===== src/rtl/mux_pkg.sv =====
// Shared types and helpers for the round-robin mux scheduler.
// rr_pick scans the request vector starting at ptr and wraps modulo N.
package mux_pkg;

   localparam int N    = 8;
   localparam int SELW = 3;

   typedef enum logic [0:0] {
      IDLE  = 1'b0,
      GRANT = 1'b1
   } state_e;

   typedef struct packed {
      logic            found;
      logic [SELW-1:0] idx;
   } pick_t;

   // Scan from N-1 down to 0 so the lowest offset from ptr is written last and wins.
   function automatic pick_t rr_pick(input logic [N-1:0] req, input logic [SELW-1:0] ptr);
      pick_t           p;
      logic [SELW-1:0] k;
      p.found = 1'b0;
      p.idx   = {SELW{1'b0}};
      for (int i = N - 1; i >= 0; i--) begin
         k = ptr + SELW'(i);
         if (req[k]) begin
            p.found = 1'b1;
            p.idx   = k;
         end
      end
      return p;
   endfunction

endpackage


===== src/rtl/mux8to1.sv =====
// Existing combinational 8:1 bit multiplexer shared by the requesters.
module mux8to1 (
   input  logic [7:0] I,
   input  logic [2:0] S,
   output logic       y_comb
);

   assign y_comb = I[S];

endmodule


===== src/rtl/mux_rr_arbiter.sv =====
// Round-robin scheduler driving the shared 8:1 mux select from a registered grant
// with a bounded hold time, and registering the selected data bit.
module mux_rr_arbiter #(
   parameter int N        = 8,
   parameter int SELW     = 3,
   parameter int MAX_HOLD = 4
) (
   input  logic            clk,
   input  logic            rst_n,
   input  logic [N-1:0]    req,
   input  logic [N-1:0]    I,
   output logic [SELW-1:0] S,
   output logic [N-1:0]    gnt,
   output logic            valid,
   output logic            Y
);
   import mux_pkg::*;

   localparam int             HW       = $clog2(MAX_HOLD) + 1;
   localparam logic [HW-1:0]  HOLD_MAX = HW'(MAX_HOLD);
   localparam logic [N-1:0]   ONE_HOT0 = {{(N-1){1'b0}}, 1'b1};

   state_e          state_q, state_d;
   logic [SELW-1:0] ptr_q, ptr_d;
   logic [HW-1:0]   hold_q, hold_d;
   logic [SELW-1:0] s_q, s_d;
   logic [N-1:0]    gnt_q, gnt_d;
   logic            y_q, y_d;
   logic            y_comb;
   logic            valid_s;
   pick_t           pick;

   mux8to1 u_mux (
      .I      (I),
      .S      (s_q),
      .y_comb (y_comb)
   );

   assign valid_s = |gnt_q;
   assign pick    = rr_pick(req, ptr_q);

   always_comb begin
      state_d = state_q;
      ptr_d   = ptr_q;
      hold_d  = hold_q;
      s_d     = s_q;
      gnt_d   = gnt_q;
      y_d     = valid_s ? y_comb : 1'b0;
      case (state_q)
         IDLE: begin
            if (pick.found) begin
               s_d     = pick.idx;
               gnt_d   = ONE_HOT0 << pick.idx;
               hold_d  = HW'(1);
               state_d = GRANT;
            end else begin
               gnt_d   = {N{1'b0}};
            end
         end
         GRANT: begin
            // A dropped request or an exhausted hold releases; S keeps the last owner.
            if (req[s_q] && (hold_q < HOLD_MAX)) begin
               hold_d = hold_q + HW'(1);
            end else begin
               gnt_d   = {N{1'b0}};
               hold_d  = {HW{1'b0}};
               ptr_d   = s_q + SELW'(1);
               state_d = IDLE;
            end
         end
         default: begin
            state_d = IDLE;
            gnt_d   = {N{1'b0}};
            hold_d  = {HW{1'b0}};
         end
      endcase
   end

   always_ff @(posedge clk or negedge rst_n) begin
      if (!rst_n) begin
         state_q <= IDLE;
         ptr_q   <= {SELW{1'b0}};
         hold_q  <= {HW{1'b0}};
         s_q     <= {SELW{1'b0}};
         gnt_q   <= {N{1'b0}};
         y_q     <= 1'b0;
      end else begin
         state_q <= state_d;
         ptr_q   <= ptr_d;
         hold_q  <= hold_d;
         s_q     <= s_d;
         gnt_q   <= gnt_d;
         y_q     <= y_d;
      end
   end

   assign S     = s_q;
   assign gnt   = gnt_q;
   assign valid = valid_s;
   assign Y     = y_q;

endmodule


===== config.mk =====
export PLATFORM = sky130hd
export DESIGN_NAME = mux_rr_arbiter
export DESIGN_NICKNAME = d
export VERILOG_FILES = /design/src/rtl/mux_pkg.sv /design/src/rtl/mux8to1.sv /design/src/rtl/mux_rr_arbiter.sv
export SDC_FILE = /design/constraint.sdc
export NUM_CORES = 1
export LEC_CHECK = 0
export ABC_AREA = 1
export BUFFER_PORTS_ARGS = -buffer_cell sky130_fd_sc_hd__clkbuf_2
export CELL_PAD_IN_SITES_DETAIL_PLACEMENT = 2
export CELL_PAD_IN_SITES_GLOBAL_PLACEMENT = 2
export CORE_MARGIN = 3
export CORE_UTILIZATION = 31
export CTS_CLUSTER_SIZE = 25
export DETAILED_ROUTE_END_ITERATION = 10
export GPL_ROUTABILITY_DRIVEN = 0
export PLACE_DENSITY = 0.79
export SLEW_MARGIN = 10
export SYNTH_ARGS = -nofsm -noshare
export SYNTH_HDL_FRONTEND = slang
export SYNTH_SLANG_ARGS = --single-unit

===== constraint.sdc =====
create_clock -name clk -period 2.7 [get_ports clk]
set_input_delay 0.27 -clock clk [delete_from_list [all_inputs] [get_ports clk]]
set_output_delay 0.27 -clock clk [all_outputs]
set_load 0.01 [all_outputs]

# --- Word level (Yosys, flattened, before mapping) ---
# Index checks and enable logic that the tools add are counted.
totals:
  register_bits: 19
  out_inout_bits: 13
classes:
  addsub: 9
  muxes: 38
  magnitude_cmp: 10
  n_reduce_logical: 4
  eq_ne: 2
  bitwise_logic: 2
  shift: 1
op_table:
  columns: ["op", "n"]
  rows:
  - ["$lt A3 B4 Y1 const B", 9]
  - ["$mux W4", 8]
  - ["$bmux W1 S3", 10]
  - ["$mux W8", 2]
  - ["$pmux W8 S2", 1]
  - ["$mux W1", 13]
  - ["$add A3 B3 Y3 const B", 4]
  - ["$add A3 B1 Y3 const B", 3]
  - ["$reduce_or A8 Y1", 1]
  - ["$shl A1 B3 Y8 const A", 1]
  - ["$add A3 B2 Y3 const B", 2]
  - ["$mux W3", 2]
  - ["$pmux W3 S2", 1]
  - ["$ne A2 B2 Y1 const B", 2]
  - ["$reduce_and A2 Y1", 2]
  - ["$lt A3 B3 Y1 const B", 1]
  - ["$not A1 Y1", 2]
  - ["$pmux W1 S2", 1]
  - ["$logic_and A1 B1 Y1", 1]

# --- Longest topological paths before layout ---
# Gate-level depths: netlist of run 1.
logic_depth:
  word_depth: 14
  depth_mapped: 19

# --- Hierarchy ---
# A second synthesis of run 1 with hierarchy kept.
unflattened:
  hier_cells: 267
  hier_area_um2: 1764.2
modules_own_cells:
  columns: ["module", "cells_each", "area_each_um2", "n_inst"]
  rows:
  - ["mux_rr_arbiter", 239, 1654.1, 1]
  - ["mux8to1", 28, 110.1, 1]

# --- Least setup slack after synthesis of run 1 ---
# Ideal clock, no wire load.
synth_timing:
  path_type: "flip-flop to flip-flop"
  start: "register ptr_q[1]"
  end: "register gnt_q[4], in the netlist gnt[4]"
  period_less_slack_ns: 2.209
  arrival_time_ns: 2.091
  path_stages_with_launch: 17
  path_buffers: 2
  setup_slack_ns: 0.491
  cell_sequence: "dfrtp_1 buf_6 inv_2 ha_1 buf_2 inv_1 nand3_1 nand3_1 nand2_1 nor2_1 nand3_2 nor2_4 nor3_1 nand2_1 inv_2 nand3_1 nand2_1"
synth_between:
  elab_chain_len: 14
  elab_cells_between_ends: 34
synth_lines:
  columns: ["item", "line", "text"]
  rows:
  - ["from (decl)", "mux_rr_arbiter.sv:24", "logic [SELW-1:0] ptr_q, ptr_d;"]
  - ["from (signal assigned)", "mux_rr_arbiter.sv:82", "ptr_q <= {SELW{1'b0}};"]
  - ["from (signal assigned)", "mux_rr_arbiter.sv:89", "ptr_q <= ptr_d;"]
  - ["$add A3 B3 Y3", "mux_pkg.sv:25", "k = ptr + SELW'(i);"]
  - ["$bmux W1 S3", "mux_pkg.sv:26", "if (req[k]) begin"]
  - ["$mux W1 (not written as such)", "mux_pkg.sv:26", null]
  - ["$mux W4 (7 in series)", "mux_pkg.sv:26", null]
  - ["$mux W4 *", "mux_pkg.sv:26", null]
  - ["$shl A1 B3 Y8", "mux_rr_arbiter.sv:53", "gnt_d = ONE_HOT0 << pick.idx;"]
  - ["$mux W8 *", "mux_rr_arbiter.sv:51", "if (pick.found) begin"]
  - ["$pmux W8 S2 *", "mux_rr_arbiter.sv:49", "case (state_q)"]
  - ["to (signal assigned)", "mux_rr_arbiter.sv:85", "gnt_q <= {N{1'b0}};"]
  - ["to (signal assigned)", "mux_rr_arbiter.sv:92", "gnt_q <= gnt_d;"]
  - ["to (decl)", "mux_rr_arbiter.sv:27", "logic [N-1:0] gnt_q, gnt_d;"]
# Every way passes the cells marked *; elsewhere a longest branch is shown, timed or not. The select of a mux whose other input is x is not followed.
# A chain may end at the register's enable or synchronous reset.

# --- Worst setup path in the final report of run 1 ---
layout_timing:
  start: "register ptr_q[0]"
  end: "register gnt_q[1], in the netlist gnt[1]"
# The elaborated chain is that of the path after synthesis.

==> impl_metrics.yaml, run 1 <==
floorplan:
  core_area_um2: 5270
  die_h_um: 80.8
  die_w_um: 80.8
  start_util_pct: 33.0
  core.rowCount: 26
  io_pins: 31
  die-area_um2: 6540
clock_network:
  clockBufferDepth: 2
  h-tree-depth: 1
  insertion_delay_ps: 280
  clk_root_buffer_cell: "clkbuf_8"
  cts_sinks: 19
  numCtsBuffers: 3
  cts_tree: "yes"
  post_cts_buffers: 0
  cts.clk_slew.worst_paths_ps: 80
sta:
  rsz0062_at_grt: "false"
  worst_pin_slew_ps: 498
  setup_viol: 0
  fin_setup_tns_ps: 0
  maxSlewViolCount: 0
  timing.final.crit_share_pct: 89.0
  slew_headroom_pct: 66.8
  finClkSkew_ps: 6.36
  final_hold_viol_count: 0
  fmax_mhz: 416
  min_period_ps: 2400
synth:
  ys_async_sr_fraction_pct: 100
  synth_edf_count: 0
  syn_nets: 274
  synth_flop_cell: "dfrtp_1"
  yosys_register_bits: 19
  netlist_area_um2: 1740
  ys_warn_count: 0
  synth_cells: 252
  yosysSeqAreaShare_pct: 27.4
  synth_area_per_cell_um2: 6.89
  synth.distinct_cells: 34
route:
  viasPerCell: 5.10
  wl_um: 5750
  first_pass_iters: 4
  avgRoutedWirePerCell_um: 16.2
  routed-via-count: 1807
  detail-route-antenna-nets: 0
  drtIter0Drc: 58
  drc: 0
global_route:
  antenna_found_initial: 0
  grt_overflow: 0
  grt_max_degree: 20
  grt_pass1_wl_um: 9780
  gr-usage-all-layers_pct: 19.5
  grt_pass1_vias: 1962
min_path:
  min_to: "Y"
  hp-start: "I[3]"
  hold_path.class: "primary input to flip-flop"
  worstHoldPathCells: 3
layout:
  area_growth_pct: 15.8
  fill_cells: 681
  n_antenna_cell: 0
  drive_gt1_share_pct: 31.0
  fin_nets: 307
setup_path:
  path_max_fanout: 12
  max_stage_delay_ps: 400
  slowest_stage: "dfrtp_1"
  path_cells: "buf_4, ha_1, inv_1, nand2_1, nand2_1, inv_1, nand3_1, nand2_2, inv_2, nand3_1, nand3_1, nand2_1, nand2_1, nand2_2, nand2_1, nand2_1, nand3_1, nand2_1"
  path_class: "flip-flop to flip-flop"
  cp.arrival_ps: 2560
  r2r_cells: 18
  crit_top_cell: "nand2_1"
  timing.rr.end: "gnt[1]"
  required_ps: 2860
  crit-reg2reg-launch: "ptr_q[0]"
  regToRegSetupSlack_ps: 300
  end_kind: "flip-flop"
  start_kind: "flip-flop"
placed_design:
  portBuffers: 30
  dp_hpwl_um: 4720
run_status:
  outcome: "finished clean"
job:
  cap_violations: 0
==> what timing repair did <==
| action | 4_1_cts | 5_1_grt |
|---|---|---|
| endpoints found under the setup margin | 0 | 6 |
| hold endpoints to repair | 19 | 0 |
| hold buffers | 1 | 0 |
| resized for setup | 0 | 2 |
==> cells in the final DEF (no fill, tap or decap), types with 2 or more instances in the layout <==
master	n
o21ai_1	2
nand3_1	29
nor4_1	2
a21oi_1	6
o21ai_0	10
nor2_1	14
nor2_4	2
xnor2_1	2
nand2_2	15
nand2_1	78
inv_2	10
ha_1	3
o32ai_1	2
clkbuf_8	3
nand3_2	17
buf_4	3
inv_1	18
dfrtp_1	19
a32o_1	2
clkbuf_2	30
==> area by class of cell <==
type	instances	area [um2]	area share, %
clock inverter	1	7.51	0.373
tap	70	87.6	4.36
clock buffer	3	41.3	2.05
inverter	29	109	5.41
sequential	19	475	23.6
multi-input combinational	198	1110	55.1
timing repair buffer	34	183	9.09
==> logic make-up after synthesis <==
group           Yosys count  synth area share [%]
simple gates            162                  47.8
buf+inv                  35                  9.01
xor+xnor                  3                  1.95
mux                       1                 0.576
compound gates           28                  10.4
flops                    19                  27.4
fa+ha+maj                 4                  2.88
==> metrics by stage <==
step | util (%) | cells | instance area, um2 | setup WS, ps | hold slack (ps)
6_report | 38.2 | 354 | 2010 | 297 | 341
5_1_grt | 38.2 | 354 | 2010 | 25.4 | 370
4_1_cts | 38.1 | 354 | 2010 | 148 | 334
3_5_place_dp | 37.0 | 349 | 1950 | 218 | 255
3_3_place_gp | 37.0 | 349 | 1950 | 378 | 251
2_1_floorplan | - | 252 | 1740 | 491 | -25.6
==> routing by layer <==
metal  track usage [%]  vias up  wire [um]
li1                  -      888          -
met1              23.8      886       2560
met2              35.6       25       2980
met3              1.88        8        117
met4              6.76        0         92
met5                 0        -          0
==> how the worst max path moves through the flow <==
stage                         from  endpoint  slack, ps
after floorplan           ptr_q[1]    gnt[4]        490
after global placement    ptr_q[0]    gnt[4]        380
after detailed placement  ptr_q[0]    gnt[1]        220
after CTS                 ptr_q[0]    gnt[1]        150
after global routing      ptr_q[0]    gnt[1]         30
final                     ptr_q[0]    gnt[1]        300
==> synthesized netlist by cell type, drive strengths merged (2+ instances only) <==
cell | instances | area share, %
buf | 5 | 2.5
nor4 | 2 | 0.72
ha | 4 | 2.9
o21ai | 12 | 3.5
inv | 28 | 6.1
nand3 | 46 | 18
a21oi | 8 | 3.2
nor2 | 17 | 4.7
o32ai | 2 | 1.0
dfrtp | 19 | 27
nand2 | 94 | 23
xnor2 | 2 | 1.0
a32o | 2 | 1.2
==> sequential cells by signal (all words and copies together), names as in the netlist <==
register and count:
hold_q 3, Y 1, S 3, state_q 1, gnt 8, ptr_q 3
==> critical path: cells and delay by family, from the launching register on <==
kind,cells,cell delay [ps]
buffers and inverters,4,440
DFF,1,400
and+or+nand+nor,13,1200
adders and majority gates,1,230
Power of run 1 is not shown: default switching activity piles up to over one toggle a cycle in this logic, so the estimate is an artifact.
==> run 2, diff against run 1 <==
--- a/config.mk
+++ b/config.mk
@@ -5,16 +5,16 @@
 export SDC_FILE = /design/constraint.sdc
 export NUM_CORES = 1
 export LEC_CHECK = 0
-export ABC_AREA = 1
+export ABC_AREA = 0
 export BUFFER_PORTS_ARGS = -buffer_cell sky130_fd_sc_hd__clkbuf_2
 export CELL_PAD_IN_SITES_DETAIL_PLACEMENT = 2
 export CELL_PAD_IN_SITES_GLOBAL_PLACEMENT = 2
 export CORE_MARGIN = 3
-export CORE_UTILIZATION = 31
+export CORE_UTILIZATION = 37
 export CTS_CLUSTER_SIZE = 25
 export DETAILED_ROUTE_END_ITERATION = 10
 export GPL_ROUTABILITY_DRIVEN = 0
-export PLACE_DENSITY = 0.79
+export PLACE_DENSITY = 0.8
 export SLEW_MARGIN = 10
 export SYNTH_ARGS = -nofsm -noshare
 export SYNTH_HDL_FRONTEND = slang
==> impl_metrics.yaml, run 2 <==
synth:
  synth_area_per_cell_um2: 9.89
  netlist_area_um2: 2120
  yosys-top-cells-area: "dfrtp_1, mux4_2, mux2i_1"
  synth.distinct_cells: 54
  ys_async_sr_fraction_pct: 100
  syn_nets: 236
  synth_top_cell_by_area: "dfrtp_1"
  synth_cells: 214
  yosysTopAreaCellShare_pct: 22.5
  synth_edf_count: 0
  yosys_register_bits: 19
  yosysMostFrequentCell: "mux4_2"
  yosysSeqAreaShare_pct: 22.5
  ys_warn_count: 0
  synth_flop_cell: "dfrtp_1"
  yosys-top-cells-count: "mux4_2, dfrtp_1, nand2_1, nor2_1, mux2i_1"
sta:
  fmax_mhz: 333
  fin_ws_ps: -300
  final_hold_viol_count: 0
  maxSlewViolCount: 0
  min_period_ps: 3000
  timing.final.crit_share_pct: 111
  worst_pin_slew_ps: 723
  fin_setup_tns_ps: -2490
  setup_viol: 12
  rsz0062_at_grt: "true"
  slew_headroom_pct: 51.4
  finClkSkew_ps: 11.7
job:
  cap_violations: 0
route:
  avgRoutedWirePerCell_um: 39.3
  routed-via-count: 2598
  wl_um: 14000
  viasPerCell: 7.30
  drtIter0Drc: 454
  drc: 0
  first_pass_iters: 5
  detail-route-antenna-nets: 0
global_route:
  grt_pass1_wl_um: 17900
  grt_pass1_vias: 2725
  gr-usage-all-layers_pct: 37.7
  antenna_found_initial: 0
  grt_overflow: 0
  grt_max_degree: 20
run_status:
  violations: "setup timing"
  outcome: "finished, violations left"
clock_network:
  clk_root_buffer_cell: "clkbuf_8"
  cts_sinks: 19
  numCtsBuffers: 3
  cts_tree: "yes"
  h-tree-depth: 1
  insertion_delay_ps: 290
  cts.clk_slew.worst_paths_ps: 100
  clockBufferDepth: 2
layout:
  largest_register_ffs: 8
  drive_gt1_share_pct: 59.1
  area_growth_pct: 46.4
  n_antenna_cell: 0
  fin_nets: 309
  final_common_cell: "buf_4"
  layout_common_cells: "buf_4, clkbuf_2, mux4_2, nand2_1, dfrtp_1"
  design_area_um2: 3100
placed_design:
  place_area_um2: 2630
  dp_slack_ps: -68.7
  portBuffers: 30
  dp_hpwl_um: 6830
setup_path:
  path_max_fanout: 6
  path_class: "flip-flop to flip-flop"
  cp.arrival_ps: 3170
  start_kind: "flip-flop"
  required_ps: 2870
  end_kind: "flip-flop"
min_path:
  hold_path.class: "primary input to async pin"
floorplan:
  core_area_um2: 5300
  start_util_pct: 39.9
  core.rowCount: 26
  die_w_um: 81.6
  die_h_um: 81.6
  die-area_um2: 6670
  io_pins: 31
## run 2: changes by cell type in the layout (fill, tap and decap cells not counted), moves of 10 or more
cell	before	now
nand3_2	17	0
nand3_1	29	1
inv_1	18	4
mux2i_1	1	11
nand2_2	15	1
nand2_1	78	18
mux4_2	0	21
buf_4	3	43
## run 2: worst paths after layout
path / start / endpoint / slack [ps] / cells past startpoint
setup reg to reg: ptr_q[0] / S[0] / -300 / 10
setup / recovery: ptr_q[0] / S[0] / -300 / 10
max in group asynchronous: rst_n / ptr_q[0] / 1720 / 2
min in group clk: gnt[3] / gnt[3] / 580 / 2
hold / removal: rst_n / S[2] / 560 / 2
hold reg to reg: gnt[3] / gnt[3] / 580 / 2
## run 2: area by class of cell
| type | count | area [um2] |
|---|---|---|
| Clock buffer | 3 | 41.3 |
| Inverter | 8 | 35.0 |
| Timing Repair Buffer | 81 | 584 |
| Clock inverter | 1 | 5.00 |
| Tap cell | 70 | 87.6 |
| Multi-Input combinational cell | 174 | 1870 |
| Fill cell | 506 | 2200 |
| Sequential cell | 19 | 479 |
## run 2: what timing repair did
action / 4_1_cts / 5_1_grt
buffers inserted: 7 / 7
cloned: 0 / 1
pin swaps: 5 / 18
endpoints found under the hold margin: 19 / 0
gates resized for setup: 22 / 38
hold buffers: 1 / 0
setup endpoints to repair: 12 / 15
## run 2: cell families after synthesis
family                     Yosys count  share of synthesized area, %
AOI/OAI and AO/OA                   60                          20.4
xor gates and xnor gates             4                          2.01
adders and majority gates            4                          2.36
buffers and inverters               21                          4.49
DFF                                 19                          22.5
muxes                               46                          34.8
and+or+nand+nor                     60                          13.5
## run 2: per-layer routing
layer | GRT usage, % | routed length, um | vias up
li1 | - | - | 979
met1 | 46.0 | 5060 | 1292
met2 | 65.6 | 6500 | 249
met3 | 6.58 | 1480 | 78
met4 | 15.3 | 938 | 0
met5 | 0 | 0 | -
## run 2: stage by stage
stage,hold WS [ps],instances,utilization [%]
global route,589,356,58.4
CTS,512,348,53.6
detailed placement,266,336,49.5
global placement,250,336,49.5
floorplan,-25.6,214,-
finish,561,356,58.4
## run 2: worst max-delay path, stage by stage (launching register included)
cell     delay, ps
dfrtp_2        500
buf_12         170
inv_6           30
ha_4           180
xnor2_1        370
mux4_2         570
o21ai_0        170
a211o_1        260
nand3_4        150
buf_4          170
mux2_1         310
Power of run 2 is left out for the same reason.
